<file path="src/rtl/axi4_stream_operand_packer_if.sv">
// AXI4-Stream beat channel (tdata/tvalid/tready/tlast) carrying packed operand bytes.
interface axi4_stream_operand_packer_if #(
   parameter int DSZ = 8
);
   logic [DSZ-1:0] tdata;
   logic           tvalid;
   logic           tready;
   logic           tlast;

   modport master (output tdata, output tvalid, output tlast, input tready);
   modport slave  (input tdata, input tvalid, input tlast, output tready);
endinterface

</file>
<file path="src/rtl/axi4_stream_operand_packer.sv">
// Serializes an operand pair {b, a} into one AXI4-Stream packet, LSB first,
// with full backpressure and zero-bubble back-to-back packets.
module axi4_stream_operand_packer #(
   parameter int SZ    = 32,
   parameter int DSZ   = 8,
   parameter int CNT_W = 16
) (
   input  logic                         clk,
   input  logic                         _rst,
   input  logic                         in_valid,
   output logic                         in_ready,
   input  logic [SZ-1:0]                a,
   input  logic [SZ-1:0]                b,
   axi4_stream_operand_packer_if.master m_axis,
   output logic                         busy,
   output logic [CNT_W-1:0]             pkt_count
);

   localparam int NBEATS = 2 * SZ / DSZ;
   localparam int BEAT_W = (NBEATS > 1) ? $clog2(NBEATS) : 1;

   typedef enum logic {IDLE, SEND} state_t;

   state_t              state_q, state_d;
   logic [2*SZ-1:0]     shreg_q, shreg_d;
   logic [BEAT_W-1:0]   beat_q, beat_d;
   logic [CNT_W-1:0]    cnt_q, cnt_d;
   logic                last_beat;
   logic                beat_fire;
   logic                capture;

   assign last_beat = (state_q == SEND) && (beat_q == BEAT_W'(NBEATS - 1));
   assign beat_fire = (state_q == SEND) && m_axis.tready;
   // in_ready only looks at state and the last-beat handshake, never at tvalid alone
   assign in_ready  = (state_q == IDLE) || (last_beat && m_axis.tready);
   assign capture   = in_valid && in_ready;

   assign m_axis.tdata  = shreg_q[DSZ-1:0];
   assign m_axis.tvalid = (state_q == SEND);
   assign m_axis.tlast  = last_beat;
   assign busy          = (state_q == SEND);
   assign pkt_count     = cnt_q;

   always_comb begin
      state_d = state_q;
      shreg_d = shreg_q;
      beat_d  = beat_q;
      cnt_d   = cnt_q;
      if (beat_fire) begin
         if (last_beat) begin
            cnt_d   = cnt_q + 1'b1;
            state_d = IDLE;
         end else begin
            shreg_d = shreg_q >> DSZ;
            beat_d  = beat_q + 1'b1;
         end
      end
      // A capture on the tlast handshake overrides the return to IDLE
      if (capture) begin
         shreg_d = {b, a};
         beat_d  = '0;
         state_d = SEND;
      end
   end

   always_ff @(posedge clk or negedge _rst) begin
      if (!_rst) begin
         state_q <= IDLE;
         shreg_q <= '0;
         beat_q  <= '0;
         cnt_q   <= '0;
      end else begin
         state_q <= state_d;
         shreg_q <= shreg_d;
         beat_q  <= beat_d;
         cnt_q   <= cnt_d;
      end
   end

endmodule

</file>
<file path="src/flat_wrapper.sv">
// flat-port wrapper written by rule: the top's interface ports become plain ports
module axi4_stream_operand_packer_flat 
#(
   parameter int SZ    = 32,
   parameter int DSZ   = 8,
   parameter int CNT_W = 16
)
  (clk, _rst, in_valid, in_ready, a, b, busy, pkt_count, m_axis_tdata, m_axis_tvalid, m_axis_tlast, m_axis_tready);
  axi4_stream_operand_packer_if #(.DSZ(DSZ)) m_axis_i ();
  input  logic clk;
  input  logic _rst;
  input  logic in_valid;
  output logic in_ready;
  input  logic [SZ-1:0] a;
  input  logic [SZ-1:0] b;
  output logic busy;
  output logic [CNT_W-1:0] pkt_count;
  output wire logic [$bits(m_axis_i.tdata)-1:0] m_axis_tdata;
  output wire logic [$bits(m_axis_i.tvalid)-1:0] m_axis_tvalid;
  output wire logic [$bits(m_axis_i.tlast)-1:0] m_axis_tlast;
  input wire logic [$bits(m_axis_i.tready)-1:0] m_axis_tready;
  assign m_axis_tdata = m_axis_i.tdata;
  assign m_axis_tvalid = m_axis_i.tvalid;
  assign m_axis_tlast = m_axis_i.tlast;
  assign m_axis_i.tready = m_axis_tready;
  axi4_stream_operand_packer #(.SZ(SZ), .DSZ(DSZ), .CNT_W(CNT_W)) u_core (.clk(clk), ._rst(_rst), .in_valid(in_valid), .in_ready(in_ready), .a(a), .b(b), .m_axis(m_axis_i), .busy(busy), .pkt_count(pkt_count));
endmodule
</file>
<file path="config.mk">
export PLATFORM = sky130hd
export DESIGN_NAME = axi4_stream_operand_packer_flat
export DESIGN_NICKNAME = d
export VERILOG_FILES = /design/src/rtl/axi4_stream_operand_packer_if.sv /design/src/rtl/axi4_stream_operand_packer.sv /design/src/flat_wrapper.sv
export SDC_FILE = /design/constraint.sdc
export NUM_CORES = 1
export LEC_CHECK = 0
export BUFFER_PORTS_ARGS = -buffer_cell sky130_fd_sc_hd__buf_2
export CAP_MARGIN = 20
export CORE_UTILIZATION = 27
export CTS_CLUSTER_SIZE = 30
export DETAILED_ROUTE_END_ITERATION = 10
export GPL_TIMING_DRIVEN = 1
export PLACE_DENSITY = 0.46
export SLEW_MARGIN = 10
export SYNTH_ARGS = -nofsm -noshare
export SYNTH_HDL_FRONTEND = slang
export SYNTH_SLANG_ARGS = --single-unit
</file>
<file path="constraint.sdc">
create_clock -name clk -period 1.79 [get_ports clk]
set_clock_uncertainty 0.2 [all_clocks]
set_input_delay 0 -clock clk [delete_from_list [all_inputs] [get_ports clk]]
set_output_delay 0 -clock clk [all_outputs]
set_load 0.01 [all_outputs]
</file>
# After elaboration in Yosys (flattened, before gate mapping)
# Index checks and enable logic that the tools add are counted.
[word_totals] input_bits=68 out_inout_bits=28 ff_bits=84
[op_classes] bitwise=1 n_eq_ne=2 reduce_logical=10 n_mux=9 addsub=2
[ops] operator="64-bit two-way mux" count=3
[ops] operator="16-bit by 1-bit adder with 16-bit output (second input constant)" count=1
[ops] operator="3-bit two-way mux" count=3
[ops] operator="2-bit AND reduction" count=3
[ops] operator="1-bit logical AND" count=4
[ops] operator="2-bit nonzero test" count=2
[ops] operator="3-bit by 1-bit adder with 3-bit output (second input constant)" count=1
[ops] operator="3-bit equality test (second input constant)" count=1
[ops] operator="1-bit two-way mux" count=3
[ops] operator="2-bit != test (second input constant)" count=1
[ops] operator="1-bit logical OR" count=1
[ops] operator="1-bit inverter" count=1

# Logic depth before layout (Yosys ltp)
[logic_depth] word_depth=7 ltp_mapped=9 ltp_nobuf=6

# Worst setup path before layout
# OpenSTA, ideal clock, no wires.
[synth_timing] path_kind="reg-to-reg" start="register u_core.beat_q[0]" end="register u_core.shreg_q[47]" path_slack_ns=-0.196 n_path_buf=2 arrival_ns=1.658 stages_incl_launch_ff=9 t_required_ns=1.463 setup_time_ns=0.127 cell_sequence="dfrtp_1 ha_1 ha_1 a21boi_0 nor2b_1 buf_2 clkbuf_1 a222oi_1 inv_1"
[synth_via] elab_chain_len=7 word_cells_on_any_way=9
[synth_rtl] item="start: declaration" line_no="axi4_stream_operand_packer.sv:26" source="logic [BEAT_W-1:0] beat_q, beat_d;"
[synth_rtl] item="start signal: assignment" line_no="axi4_stream_operand_packer.sv:75" source="beat_q <= beat_d;"
[synth_rtl] item="3-bit equality test *" line_no="axi4_stream_operand_packer.sv:32" source="assign last_beat = (state_q == SEND) && (beat_q == BEAT_W'(NBEATS - 1));"
[synth_rtl] item="1-bit logical AND *" line_no="axi4_stream_operand_packer.sv:32"
[synth_rtl] item="1-bit logical AND" line_no="axi4_stream_operand_packer.sv:35" source="assign in_ready = (state_q == IDLE) || (last_beat && m_axis.tready);"
[synth_rtl] item="1-bit logical OR" line_no="axi4_stream_operand_packer.sv:35"
[synth_rtl] item="1-bit logical AND" line_no="axi4_stream_operand_packer.sv:36" source="assign capture = in_valid && in_ready;"
[synth_rtl] item="2-bit != test (no line) or 2-bit nonzero test (tied branches)"
[synth_rtl] item="2-bit AND reduction (no line)"
[synth_rtl] item="end signal: assignment" line_no="axi4_stream_operand_packer.sv:74" source="shreg_q <= shreg_d;"
[synth_rtl] item="end: declaration" line_no="axi4_stream_operand_packer.sv:25" source="logic [2*SZ-1:0] shreg_q, shreg_d;"
# Mark *: on every way between the ends. The rest lies on a longest branch, timed or not.
# A chain may end at the register's enable or synchronous reset.

# Worst setup path in the final report
[layout_timing] start="register u_core.beat_q[1]" end="register u_core.shreg_q[32]"
# Same word-level chain as after synthesis.

==> impl_results.md <==
* Depth of the CTS H-tree at 3
* Synth area leaders: dfrtp_1 (59%), a222oi_1 (16%), inv_1 (6.5%)
* Width of the die at 116.6 um
* Max Clock Freq at 525.0 MHz
* Worst hold path stage count at 5
* Endpoint of the worst hold-timing path: u_core.shreg_q[53]
* Clock sinks at 84
* Critical Path Start Type: flip-flop
* Clk Tree Root Cell: clkbuf_16
* Minimum setup slack among reg-to-reg paths at -110 ps
* Via-to-Cell Ratio at 4.736
* Seq. cell area at 2102 um2
* Count leader, synth: dfrtp_1
* Worst IR drop on VDD at 0.5548 mV
* Remaining Overflow, GRT at 0
* Nets at 531
* Area share of the largest cell type after synthesis at 0.5924
* Worst setup EP type: flip-flop
* Endpoint arrival time on the critical path at 1920 ps
* Top flip-flop cell by instance count after synthesis: dfrtp_1
* Cells after Synth at 295
* Violations in the final reports: negative setup slack
* Vertical die dimension at 116.6 um
* Final Max Slew Viols at 0
* Crit Path Max Fanout at 27
* Time the final worst path needs with I/O delays and setup at 1905 ps
* Transition time of the tightest slew-check pin at 505.0 ps
* Ys Warns at 0
* Final standard cell count with taps included and fillers excluded at 636
* Reg-to-Reg Start: u_core.beat_q[1]
* Destination of the worst register-to-register timing path: u_core.shreg_q[32]
* Routed len/inst at 15.27 um
* Filler cell count at 1246
* Post-synth EDFFs at 0
* Required time worst endpoint at 1810 ps
* Number of unique standard cell types used by synthesis at 28
* Run status: finished with violations
* Ratio of final minimum period to clock period at 1.064
* Final Setup Violations at 57
* Final core utilization at 0.4280
* Source-to-sink clock delay at the later pin of the worst-skew pair at 340 ps
* DRC violations left at 0
* Library cell occupying the most area in the post-synthesis netlist: dfrtp_1
* Routed Antenna Nets at 0
* Async set-reset flop share out of synthesis at 1.000
* HP Start: m_axis_tready
* Synthesized flop and latch total at 84
* Std cell rows at 41
* Routed Wire Length at 9711 um
* Worst Setup Slack, final at -114.7 ps
* Total of max-cap violations at 0
* Fraction of the yosys area taken by sequential cells at 0.5924
* First-pass GRT wire length at 15290 um
* Total via count after detailed routing at 3012
* Class of the tightest hold or removal check: in -> reg
* Footprint of the multi-input gates at 1144 um2
* Commonest cells in the netlist: dfrtp_1 (84), inv_1 (61), a222oi_1 (56)
* Number of global-route vias before repair at 2947
* Bufs on Longest Clock Path at 2
* Worst Hold Slack at 57.80 ps
* Final hold violations at 0
* PwrDens at 1219 nW/um2
* Drt first-iter violations at 425
* Number of detailed-route iterations in the first pass at 8
* Core area at 12720 um2
* Global-route total usage across every layer at 0.1504
* Antenna violations before repair at 0
* Clock tree from TritonCTS: built
* Starting utilization of the core area at 0.2789
* Leakage power summed over all cells at 3.001 nW
* DIE AREA at 13600 um2
* R2R cell count at 7
* Critical path type: reg -> reg
* Quantity of I/O buffers inserted on ports at 95
* Clk pin slew, worst setup/hold paths at 60 ps
* Mapped cell area at 3548 um2
* Fraction of final layout cells with drive strength greater than 1 at 0.3297
* Synthesis-to-finish area growth at 53.46%
* Power Total at 6.640 mW
* Routability cong. at 0.7363
* Syn avg cell area at 12.03 um2
* I/O pins at 96
* Max-slew headroom at 0.6634
* Inserted Clock Buffers at 9
* Pin count of the biggest net entering global routing at 37
* # diodes at 0
* Hpwl dp at 6186 um
* RSZ-0062 raised after global routing: yes
* Placed cell count at 551
* Net count after synthesis at 366
## routing by layer
metal | vias to the layer above | part of all wire | global-route usage
met2 | 100 | 0.46 | 0.2347
met4 | 0 | 0.011 | 0.05654
met1 | 1483 | 0.47 | 0.1973
li1 | 1419 | - | -
met5 | - | 0 | 0
met3 | 10 | 0.058 | 0.04411
## repair_timing
item / 4_1_cts / 5_1_grt
setup endpoints to repair: 73 / 70
resized for setup: 10 / 8
setup buffers: 3 / 1
pin swaps: 16 / 16
endpoints found under the hold margin: 149 / 0
hold buffers: 67 / 0
## cells by family (layout without fill, tap and decap cells)
kind of cell / count (synthesis) / after routing / synth area share
DFF: 84 / 84 / 0.5924
and+or+nand+nor: 31 / 31 / 0.05043
xor gates and xnor gates: 15 / 15 / 0.03703
AOI/OAI and AO/OA: 68 / 68 / 0.1865
muxes: 2 / 2 / 0.006347
adders and majority gates: 3 / 3 / 0.01058
buffers and inverters: 92 / 261 / 0.1167
## flip-flops by register name, indices dropped and copies added, names as in the netlist
register and count:
u_core.busy 1, u_core.shreg_q 64, u_core.beat_q 3, u_core.pkt_count 16
## layout by cell type, fill, tap and decap left out, types with 2 or more instances in the layout
master,netlist,routed
clkbuf_16,0,9
bufinv_16,0,3
nor2b_4,0,2
clkinv_2,0,2
nor3_2,0,2
a222oi_1,56,56
nand3_1,4,3
nand2_1,6,6
buf_6,2,2
dfrtp_1,84,84
buf_12,0,7
xor2_1,6,6
a22o_1,10,10
xnor2_1,9,9
dlygate4sd3_1,0,67
buf_2,12,94
and3_1,3,2
inv_1,61,61
buf_4,10,15
ha_4,0,2
## area by class of cell
type | instances | area share
clock buffers | 10 | 0.04389
clock inverters | 5 | 0.01838
inverters | 61 | 0.04205
multi-input cells | 119 | 0.2100
flip-flops and latches | 84 | 0.3860
well taps | 172 | 0.03952
repair buffers | 185 | 0.2601
## stage by stage
step / TNS, ps / cell area (um2) / worst slack, ps
after global routing: -9297 / 5445 / -243.3
final: -3409 / 5445 / -114.7
after detailed placement: -6248 / 4334 / -139.2
after global placement: -4751 / 4334 / -114.8
after CTS: -4901 / 5409 / -129.8
after floorplan: -2593 / 3593 / -89.65
## power breakdown
group | switching (mW) | internal (mW)
Clock | 0.742 | 1.39
Sequential | 0.403 | 2.47
Combinational | 0.717 | 0.923
Total | 1.86 | 4.78
## worst max path at each step
stage                      from             endpoint  slack, ps  cells past startpoint
2_1_floorplan  u_core.beat_q[0]  u_core.pkt_count[8]        -90                      7
3_3_place_gp   u_core.beat_q[0]   u_core.shreg_q[52]       -110                      7
3_5_place_dp   u_core.beat_q[0]   u_core.shreg_q[55]       -140                      7
4_1_cts        u_core.beat_q[0]   u_core.shreg_q[54]       -130                      7
5_1_grt        u_core.beat_q[1]   u_core.shreg_q[55]       -240                      7
6_report       u_core.beat_q[1]   u_core.shreg_q[32]       -110                      7
## critical path, cell delays in order (launching register included)
cell,delay [ps]
dfrtp_1,410
ha_4,170
ha_4,170
nor2b_4,130
o22ai_4,110
buf_12,180
a222oi_1,330
inv_1,70
(Power assumes the default switching activity.)
